===== config.mk =====
export PLATFORM = sky130hd
export DESIGN_NAME = count_event_sampler_flat
export DESIGN_NICKNAME = d
export VERILOG_FILES = /design/src/rtl/count_event_sampler_if.sv /design/src/rtl/count_event_sampler.sv /design/src/flat_wrapper.sv
export SDC_FILE = /design/constraint.sdc
export NUM_CORES = 1
export LEC_CHECK = 0
export ABC_AREA = 1
export BUFFER_PORTS_ARGS = -buffer_cell sky130_fd_sc_hd__buf_2
export CAP_MARGIN = 20
export CORE_MARGIN = 10
export CORE_UTILIZATION = 41
export CTS_BUF_LIST = sky130_fd_sc_hd__clkbuf_4
export CTS_CLUSTER_SIZE = 28
export DETAILED_ROUTE_END_ITERATION = 12
export GPL_TIMING_DRIVEN = 1
export PLACE_DENSITY = 0.69
export SLEW_MARGIN = 20
export SYNTH_ARGS = -nofsm -noshare
export SYNTH_HDL_FRONTEND = slang
export SYNTH_SLANG_ARGS = --single-unit

===== constraint.sdc =====
create_clock -name clk -period 3.3 [get_ports clk]
set_input_delay 0.495 -clock clk [delete_from_list [all_inputs] [get_ports clk]]
set_output_delay 0.495 -clock clk [all_outputs]
set_load 0.02 [all_outputs]

===== src/rtl/count_event_sampler_if.sv =====
// Output stream of the count event sampler: head entry of the event FIFO with valid/ready.
interface count_event_sampler_if #(
  parameter int CW  = 4,
  parameter int TSW = 16
);
  logic           out_valid;
  logic           out_ready;
  logic [CW-1:0]  out_count;
  logic [TSW-1:0] out_ts;
  logic           out_wrap;

  modport master (output out_valid, out_count, out_ts, out_wrap, input out_ready);
  modport slave  (input out_valid, out_count, out_ts, out_wrap, output out_ready);
endinterface


===== src/rtl/count_event_sampler.sv =====
// Records changes of an upstream count as {count, timestamp, wrap} events in a small FIFO.
// Optional SAMPLER_WRAP_CNT_EN adds a saturating wrap_cnt output counting detected wraps.
module count_event_sampler #(
  parameter int CW    = 4,
  parameter int DEPTH = 8,
  parameter int TSW   = 16
) (
  input  logic                     clk,
  input  logic                     rst,
  input  logic [CW-1:0]            count,
  input  logic                     sample_en,
  count_event_sampler_if.master    out,
  output logic [$clog2(DEPTH):0]   fill,
  output logic                     overflow,
  input  logic                     clr_ovf
`ifdef SAMPLER_WRAP_CNT_EN
  , output logic [7:0]             wrap_cnt
`endif
);

  localparam int AW = $clog2(DEPTH);
  localparam int EW = CW + TSW + 1;

  logic [EW-1:0]  mem [DEPTH];
  logic [AW-1:0]  wr_ptr, rd_ptr, nh_ptr;
  logic [AW:0]    fill_next;
  logic [TSW-1:0] ts;
  logic [CW-1:0]  prev_count;
  logic           first;
  logic           ev, wrap_det, empty, full, pop, push, drop;
  logic [EW-1:0]  push_data;

  always_comb begin
    ev        = sample_en && (first || (count != prev_count));
    wrap_det  = ev && !first && (count < prev_count);
    empty     = (fill == '0);
    full      = (fill == (AW+1)'(DEPTH));
    pop       = !empty && out.out_ready;
    push      = ev && (!full || pop);
    drop      = ev && full && !pop;
    push_data = {wrap_det, ts, count};
    nh_ptr    = rd_ptr + AW'(pop);
    fill_next = fill + (AW+1)'(push) - (AW+1)'(pop);
  end

  assign out.out_valid = !empty;

  always_ff @(posedge clk) begin
    if (push) mem[wr_ptr] <= push_data;
  end

  always_ff @(posedge clk or negedge rst) begin
    if (!rst) begin
      ts            <= '0;
      prev_count    <= '0;
      first         <= 1'b1;
      wr_ptr        <= '0;
      rd_ptr        <= '0;
      fill          <= '0;
      overflow      <= 1'b0;
      out.out_count <= '0;
      out.out_ts    <= '0;
      out.out_wrap  <= 1'b0;
    end else begin
      ts <= ts + TSW'(1);
      if (sample_en) begin
        prev_count <= count;
        first      <= 1'b0;
      end
      if (push) wr_ptr <= wr_ptr + AW'(1);
      if (pop)  rd_ptr <= rd_ptr + AW'(1);
      fill <= fill_next;
      if (drop)         overflow <= 1'b1;
      else if (clr_ovf) overflow <= 1'b0;
      // Head outputs are registered so they hold once the FIFO drains; when the
      // new head is the entry being written this cycle, take it from push_data.
      if ((fill_next != '0) && (empty || pop)) begin
        if (push && (nh_ptr == wr_ptr))
          {out.out_wrap, out.out_ts, out.out_count} <= push_data;
        else
          {out.out_wrap, out.out_ts, out.out_count} <= mem[nh_ptr];
      end
    end
  end

`ifdef SAMPLER_WRAP_CNT_EN
  always_ff @(posedge clk or negedge rst) begin
    if (!rst)                              wrap_cnt <= '0;
    else if (clr_ovf)                      wrap_cnt <= '0;
    else if (wrap_det && wrap_cnt != '1)   wrap_cnt <= wrap_cnt + 8'd1;
  end
`endif

endmodule


===== src/flat_wrapper.sv =====
// flat-port wrapper written by rule: the top's interface ports become plain ports
module count_event_sampler_flat 
#(
  parameter int CW    = 4,
  parameter int DEPTH = 8,
  parameter int TSW   = 16
)
  (clk, rst, count, sample_en, fill, overflow, clr_ovf, out_out_valid, out_out_count, out_out_ts, out_out_wrap, out_out_ready);
  count_event_sampler_if #(.CW(CW), .TSW(TSW)) out_i ();
  input  logic clk;
  input  logic rst;
  input  logic [CW-1:0] count;
  input  logic sample_en;
  output logic [$clog2(DEPTH):0] fill;
  output logic overflow;
  input  logic clr_ovf;
  output wire logic [$bits(out_i.out_valid)-1:0] out_out_valid;
  output wire logic [$bits(out_i.out_count)-1:0] out_out_count;
  output wire logic [$bits(out_i.out_ts)-1:0] out_out_ts;
  output wire logic [$bits(out_i.out_wrap)-1:0] out_out_wrap;
  input wire logic [$bits(out_i.out_ready)-1:0] out_out_ready;
  assign out_out_valid = out_i.out_valid;
  assign out_out_count = out_i.out_count;
  assign out_out_ts = out_i.out_ts;
  assign out_out_wrap = out_i.out_wrap;
  assign out_i.out_ready = out_out_ready;
  count_event_sampler #(.CW(CW), .DEPTH(DEPTH), .TSW(TSW)) u_core (.clk(clk), .rst(rst), .count(count), .sample_en(sample_en), .out(out_i), .fill(fill), .overflow(overflow), .clr_ovf(clr_ovf));
endmodule

After elaboration in Yosys (flattened, before gate mapping)
Memory sizes are Yosys's and may differ from the RTL's. A register that Yosys moved wholly into a read port is not among the register bits.
Index checks and enable logic that the tools add are counted.
{"block": "totals", "mem_bits_rw": 168, "regBits": 32, "inputBits": 9, "latch_bits": 0, "romBits": 0, "wordCells": 40, "memories": 1}
{"block": "op_classes", "n_lt_le_gt_ge": 1, "add_sub_neg": 6, "reduce_logical": 19, "multipliers": 0, "bitwise_logic": 0, "mux": 4, "eq_ne": 2, "div_mod_pow": 0, "shifts": 0}
{"name": "u_core.mem", "depth": 8, "word_bits": 21, "rd": 1, "rd_ports_with_merged_regs": 1, "write_ports": 1, "line_no": "count_event_sampler.sv:24", "text": "logic [EW-1:0] mem [DEPTH];"}
{"cell": "16-bit by 1-bit adder with 16-bit output, second input constant", "count": 1}
{"cell": "1-bit logical AND", "count": 8}
{"cell": "3-bit by 1-bit adder with 3-bit output, second input constant", "count": 2}
{"cell": "1-bit logical NOT", "count": 5}
{"cell": "4-bit by 1-bit adder with 4-bit output", "count": 1}
{"cell": "4-bit == test, second input constant", "count": 1}
{"cell": "4-bit logical NOT", "count": 1}
{"cell": "4-bit < comparator", "count": 1}
{"cell": "1-bit 2-to-1 mux", "count": 4}
{"cell": "4-bit inequality test", "count": 1}
{"cell": "4-bit nonzero test", "count": 1}
{"cell": "4-bit by 1-bit subtractor with 4-bit output", "count": 1}
{"cell": "3-bit by 1-bit adder with 3-bit output", "count": 1}
{"cell": "1-bit logical OR", "count": 3}
{"cell": "2-bit nonzero test", "count": 1}

Depth between registers and ports, before layout
{"block": "logic_depth", "word_depth": 9, "depth_mapped": 19, "depth_no_buf": 18}

Worst setup path after synthesis
OpenSTA, ideal clock, no wires.
{"block": "synth_path", "path_type": "flip-flop to flip-flop", "startpoint": "register u_core.fill[2]", "endpoint": "register u_core.out.out_ts[10] (read register of u_core.mem)", "required_time_ns": 3.179, "period_less_slack_ns": 2.888, "path_buffers": 1, "setup_slack_ns": 0.412, "t_arrival_ns": 2.768, "stages_incl_launch_ff": 20, "cell_sequence": "dfrtp_1 inv_1 ha_1 nand2_4 nand2_4 inv_1 ha_1 inv_1 ha_1 inv_1 fa_1 xnor2_1 nor3_1 nand3_1 nand2_1 inv_2 clkbuf_1 nand2_1 inv_1 a21oi_1"}
{"block": "synth_via", "elab_chain_cells": 9}
{"item": "start: declaration", "line_no": "count_event_sampler.sv:13", "text": "output logic [$clog2(DEPTH):0] fill,"}
{"item": "start signal: assignment", "line_no": "count_event_sampler.sv:72", "text": "fill <= fill_next;"}
{"item": "4-bit logical NOT (*)", "line_no": "count_event_sampler.sv:36", "text": "empty = (fill == '0);"}
{"item": "1-bit logical NOT (*)"}
{"item": "via out_out_valid", "line_no": "flat_wrapper.sv:17", "text": "output wire logic [$bits(out_i.out_valid)-1:0] out_out_valid;"}
{"item": "1-bit logical AND (*)", "line_no": "count_event_sampler.sv:38", "text": "pop = !empty && out.out_ready;"}
{"item": "via u_core.pop", "line_no": "count_event_sampler.sv:30", "text": "logic ev, wrap_det, empty, full, pop, push, drop;"}
{"item": "1-bit logical OR", "line_no": "count_event_sampler.sv:39", "text": "push = ev && (!full || pop);"}
{"item": "1-bit logical AND", "line_no": "count_event_sampler.sv:39"}
{"item": "4-bit by 1-bit adder with 4-bit output", "line_no": "count_event_sampler.sv:43", "text": "fill_next = fill + (AW+1)'(push) - (AW+1)'(pop);"}
{"item": "4-bit by 1-bit subtractor with 4-bit output (*)", "line_no": "count_event_sampler.sv:43"}
{"item": "via u_core.fill_next[2]", "line_no": "count_event_sampler.sv:26", "text": "logic [AW:0] fill_next;"}
{"item": "4-bit nonzero test (*)", "line_no": "count_event_sampler.sv:77", "text": "if ((fill_next != '0) && (empty || pop)) begin"}
{"item": "1-bit logical AND (*)", "line_no": "count_event_sampler.sv:77"}
{"item": "end: declaration", "line_no": "count_event_sampler_if.sv:12", "text": "modport master (output out_valid, out_count, out_ts, out_wrap, input out_ready);"}
Mark *: on every way through the listed nets, which the timed path passes. The rest lies on a longest branch.
A chain may end at the register's enable or synchronous reset.

Worst setup path in the final report
{"block": "layout_path", "startpoint": "register u_core.fill[2]", "endpoint": "register u_core.out.out_ts[4] (read register of u_core.mem)"}
{"block": "layout_via", "elab_chain_cells": 9}
{"item": "4-bit logical NOT (*)", "line_no": "count_event_sampler.sv:36"}
{"item": "1-bit logical NOT (*)", "line_no": "count_event_sampler.sv:38"}
{"item": "1-bit logical AND (*)", "line_no": "count_event_sampler.sv:38"}
{"item": "via u_core.pop", "line_no": "count_event_sampler.sv:30"}
{"item": "1-bit logical OR", "line_no": "count_event_sampler.sv:39"}
{"item": "1-bit logical AND", "line_no": "count_event_sampler.sv:39"}
{"item": "4-bit by 1-bit adder with 4-bit output", "line_no": "count_event_sampler.sv:43"}
{"item": "4-bit by 1-bit subtractor with 4-bit output (*)", "line_no": "count_event_sampler.sv:43"}
{"item": "via u_core.fill_next[2]", "line_no": "count_event_sampler.sv:26"}
{"item": "4-bit nonzero test (*)", "line_no": "count_event_sampler.sv:77"}
{"item": "1-bit logical AND (*)", "line_no": "count_event_sampler.sv:77"}
Marked as above.

==> results.sh <==
export IMPL_status="completed"
export IMPL_p_seq_share_pct=36.1
export IMPL_grt_pass1_wl_mm=39.10
export IMPL_yosysUniqueCellTypes=31
export IMPL_fin_crit_ns=3.029
export IMPL_wl_per_cell_um=16.86
export IMPL_tightest_slew_ns=0.7731
export IMPL_grt_ovfl_total=0
export IMPL_drt_pass1_iterations=5
export IMPL_drt_iter0_markers=662
export IMPL_vias=7262
export IMPL_comb_power_share_pct=42.0
export IMPL_regToRegStartpoint="u_core.fill[2]"
export IMPL_num_rows=57
export IMPL_max_clock_freq_mhz=330.1
export IMPL_hold_violations=0
export IMPL_drive_gt1_share_pct=16.30
export IMPL_finalSetupViolCount=0
export IMPL_crit_required_ns=3.82
export IMPL_cts_setup_buffers=0
export IMPL_maxSlewViolCount=0
export IMPL_power_density_nw_per_um2=890.5
export IMPL_drc_errors=0
export IMPL_dp_cells=1362
export IMPL_start_kind="register"
export IMPL_whs_ns=0.07350
export IMPL_die_w_um=176.8
export IMPL_h_tree_depth=2
export IMPL_final_cell_mix="262 x nand3_1, 219 x inv_1, 168 x edfxtp_1"
export IMPL_clock_sinks=221
export IMPL_crit_arrival_ns=3.55
export IMPL_min_path_type="input pin to register"
export IMPL_dieArea_um2=31250
export IMPL_p_sw_mw=4.237
export IMPL_final_nets=1120
export IMPL_io_buffers=35
export IMPL_first_global_vias=7316
export IMPL_r2r_slack_ns=0.27
export IMPL_r2r_end="u_core.out.out_ts[4]"
export IMPL_yosysWarningCount=0
export IMPL_synth_seq_cells=221
export IMPL_place_area_um2=10750
export IMPL_syn_num_nets=1038
export IMPL_wl_mm=24.72
export IMPL_fin_cells=1466
export IMPL_intPower_mw=5.986
export IMPL_cap_violations=0
export IMPL_syn_to_final_growth_pct=13.93
export IMPL_fin_util_pct=47.34
export IMPL_ios=36
export IMPL_fin_crit_sh_pct=91.79
export IMPL_layout_commonest_cell="nand3_1"
export IMPL_p_leak_nw=5.308
export IMPL_synth_area_um2=10080
export IMPL_ctsLongestPathBuffers=3
export IMPL_synth_seq_area_share_pct=63.24
export IMPL_antenna_found_initial=1
export IMPL_root_buffer="clkbuf_4"
export IMPL_syn_avg_cell_area_um2=9.937
export IMPL_die_h_um=176.8
export IMPL_p_clk_share_pct=21.9
export IMPL_final_cell_area_um2=11480
export IMPL_grt_max_degree=65
export IMPL_vdd_drop_max_mv=0.6720
export IMPL_rr_worst_depth=19
export IMPL_skew_ns=0.04754
export IMPL_worstSkewPairLatency_ns=0.67
export IMPL_initial_utilization_pct=41.55
export IMPL_hold_depth=2
export IMPL_cts_buffers=54
export IMPL_grt_usage_pct=15.85
export IMPL_swShare_pct=41.44
export IMPL_hold_path_startpoint="sample_en"
export IMPL_core_um2=24250
export IMPL_hpwl_mm=13.74
export IMPL_synthCells=1014
export IMPL_cts_tree="yes"
export IMPL_hold_end="u_core.first"
export IMPL_critPathMaxFanout=42
export IMPL_relSlewSlack_pct=48.46
export IMPL_fillerInstances=2266
export IMPL_clk_pin_slew_ns=0.07
export IMPL_crit_type="register to register"
export IMPL_final_setup_tns_ns=0
export IMPL_antenna_left=0
export IMPL_avgViaCountPerCell=4.954
export IMPL_place_congestion=0.8035
export IMPL_endpoint_kind="register"
==> state kept, by name, summed over array words and instances (netlist names) <==
register              count
u_core.ts                16
u_core.out.out_count      4
u_core.overflow           1
u_core.rd_ptr             3
u_core.fill               4
u_core.first              1
u_core.prev_count         4
u_core.wr_ptr             3
u_core.out.out_wrap       1
u_core.mem              168
u_core.out.out_ts        16
==> cell type report <==
cell class / count / area [µm²] / share of cell area [%]
Sequential cell: 221 / 6372 / 55.51
Multi-Input combinational cell: 522 / 2658 / 23.15
Antenna cell: 1 / 2.502 / 0.02180
Clock buffer: 85 / 638.1 / 5.559
Inverter: 223 / 837.1 / 7.292
Tap cell: 324 / 405.4 / 3.531
Timing Repair Buffer: 74 / 498.0 / 4.338
Clock inverter: 16 / 68.82 / 0.5995
==> how the worst max path moves through the flow <==
stage / from / endpoint / slack (ns) / depth (start not counted)
2_1_floorplan: u_core.fill[2] / u_core.out.out_ts[10] / 0.41 / 19
3_3_place_gp: count[1] / u_core.out.out_ts[8] / 0.24 / 19
3_5_place_dp: count[1] / u_core.out.out_ts[13] / 0.10 / 19
4_1_cts: u_core.fill[2] / u_core.out.out_ts[10] / 0.28 / 19
5_1_grt: u_core.fill[2] / u_core.out.out_ts[9] / -0.02 / 19
6_report: u_core.fill[2] / u_core.out.out_ts[4] / 0.27 / 19
==> metrics by stage <==
stage | power, mW | setup WS (ns)
global placement | 7.926 | 0.2353
finish | 10.22 | 0.2708
detailed placement | 8.021 | 0.1006
floorplan | 6.624 | 0.4116
global route | 10.97 | -0.01893
CTS | 10.29 | 0.2796
==> worst max-delay path: stages (launching register included) <==
cell and delay, ns:
dfrtp_1 0.37, inv_1 0.10, ha_1 0.20, nand2_4 0.09
nand2_4 0.10, inv_1 0.08, ha_1 0.27, inv_1 0.06
ha_1 0.15, inv_1 0.06, fa_1 0.38, xnor2_1 0.29
nor3_2 0.07, nand3_1 0.09, nand2_1 0.08, inv_2 0.07
buf_12 0.22, nand2_1 0.09, inv_1 0.06, a21oi_1 0.06
==> power by group through the flow <==
| stage | clock [mW] | sequential [mW] | combinational [mW] |
|---|---|---|---|
| floorplan | 0 | 3.89 | 2.73 |
| global placement | 0 | 3.74 | 4.18 |
| detailed placement | 0 | 3.75 | 4.27 |
| CTS | 2.30 | 3.69 | 4.30 |
| global route | 2.45 | 3.73 | 4.79 |
| finish | 2.24 | 3.69 | 4.29 |
==> cell usage after synthesis <==
master	number	area, µm²
nand2_2	1	6.260
nand2_4	3	33.78
or2_1	1	6.260
buf_2	12	60.06
clkbuf_1	26	97.59
inv_2	3	11.26
nand3_1	262	1311
nor3_1	3	15.01
xor2_1	11	96.34
buf_6	4	45.04
buf_4	3	22.52
edfxtp_1	168	5045
nand3_2	1	10.01
o32ai_1	1	8.760
dfstp_2	1	26.28
nor2_1	36	135.1
ha_1	14	175.2
nor2_2	1	6.260
nor3_2	1	10.01
fa_1	1	20.02
nand4_1	2	12.51
inv_1	219	822.0
nor2_4	1	11.26
o21ai_0	6	30.03
buf_1	3	11.26
clkinv_1	1	3.750
nand2_1	145	544.3
xnor2_1	7	61.31
xnor2_2	1	16.27
dfrtp_1	52	1301
a21oi_1	24	120.1
==> routing by layer <==
| metal | GRT usage (%) | share of wire [%] | vias to the layer above | wire length (µm) |
|---|---|---|---|---|
| li1 | - | - | 3504 | - |
| met2 | 26.02 | 47 | 305 | 11730 |
| met5 | 0 | 0 | - | 0 |
| met1 | 20.26 | 42 | 3413 | 10480 |
| met4 | 6.340 | 2.2 | 0 | 537 |
| met3 | 3.030 | 8.0 | 40 | 1978 |
==> what timing repair did <==
action	4_1_cts	5_1_grt
setup endpoints to repair	0	1
hold endpoints to repair	43	0
hold buffers	2	0
gates resized for setup	0	1
==> cells by family (layout without fill, tap and decap cells) <==
kind of cell	after synthesis	count (layout)	share of synthesized area, %
simple gates	457	457	20.86
buf+inv	271	398	10.65
xor+xnor	19	19	1.726
fa+ha+maj	15	15	1.937
compound gates	31	31	1.577
flops	221	221	63.24
other cells	0	1	0
(Power assumes the default switching activity.)
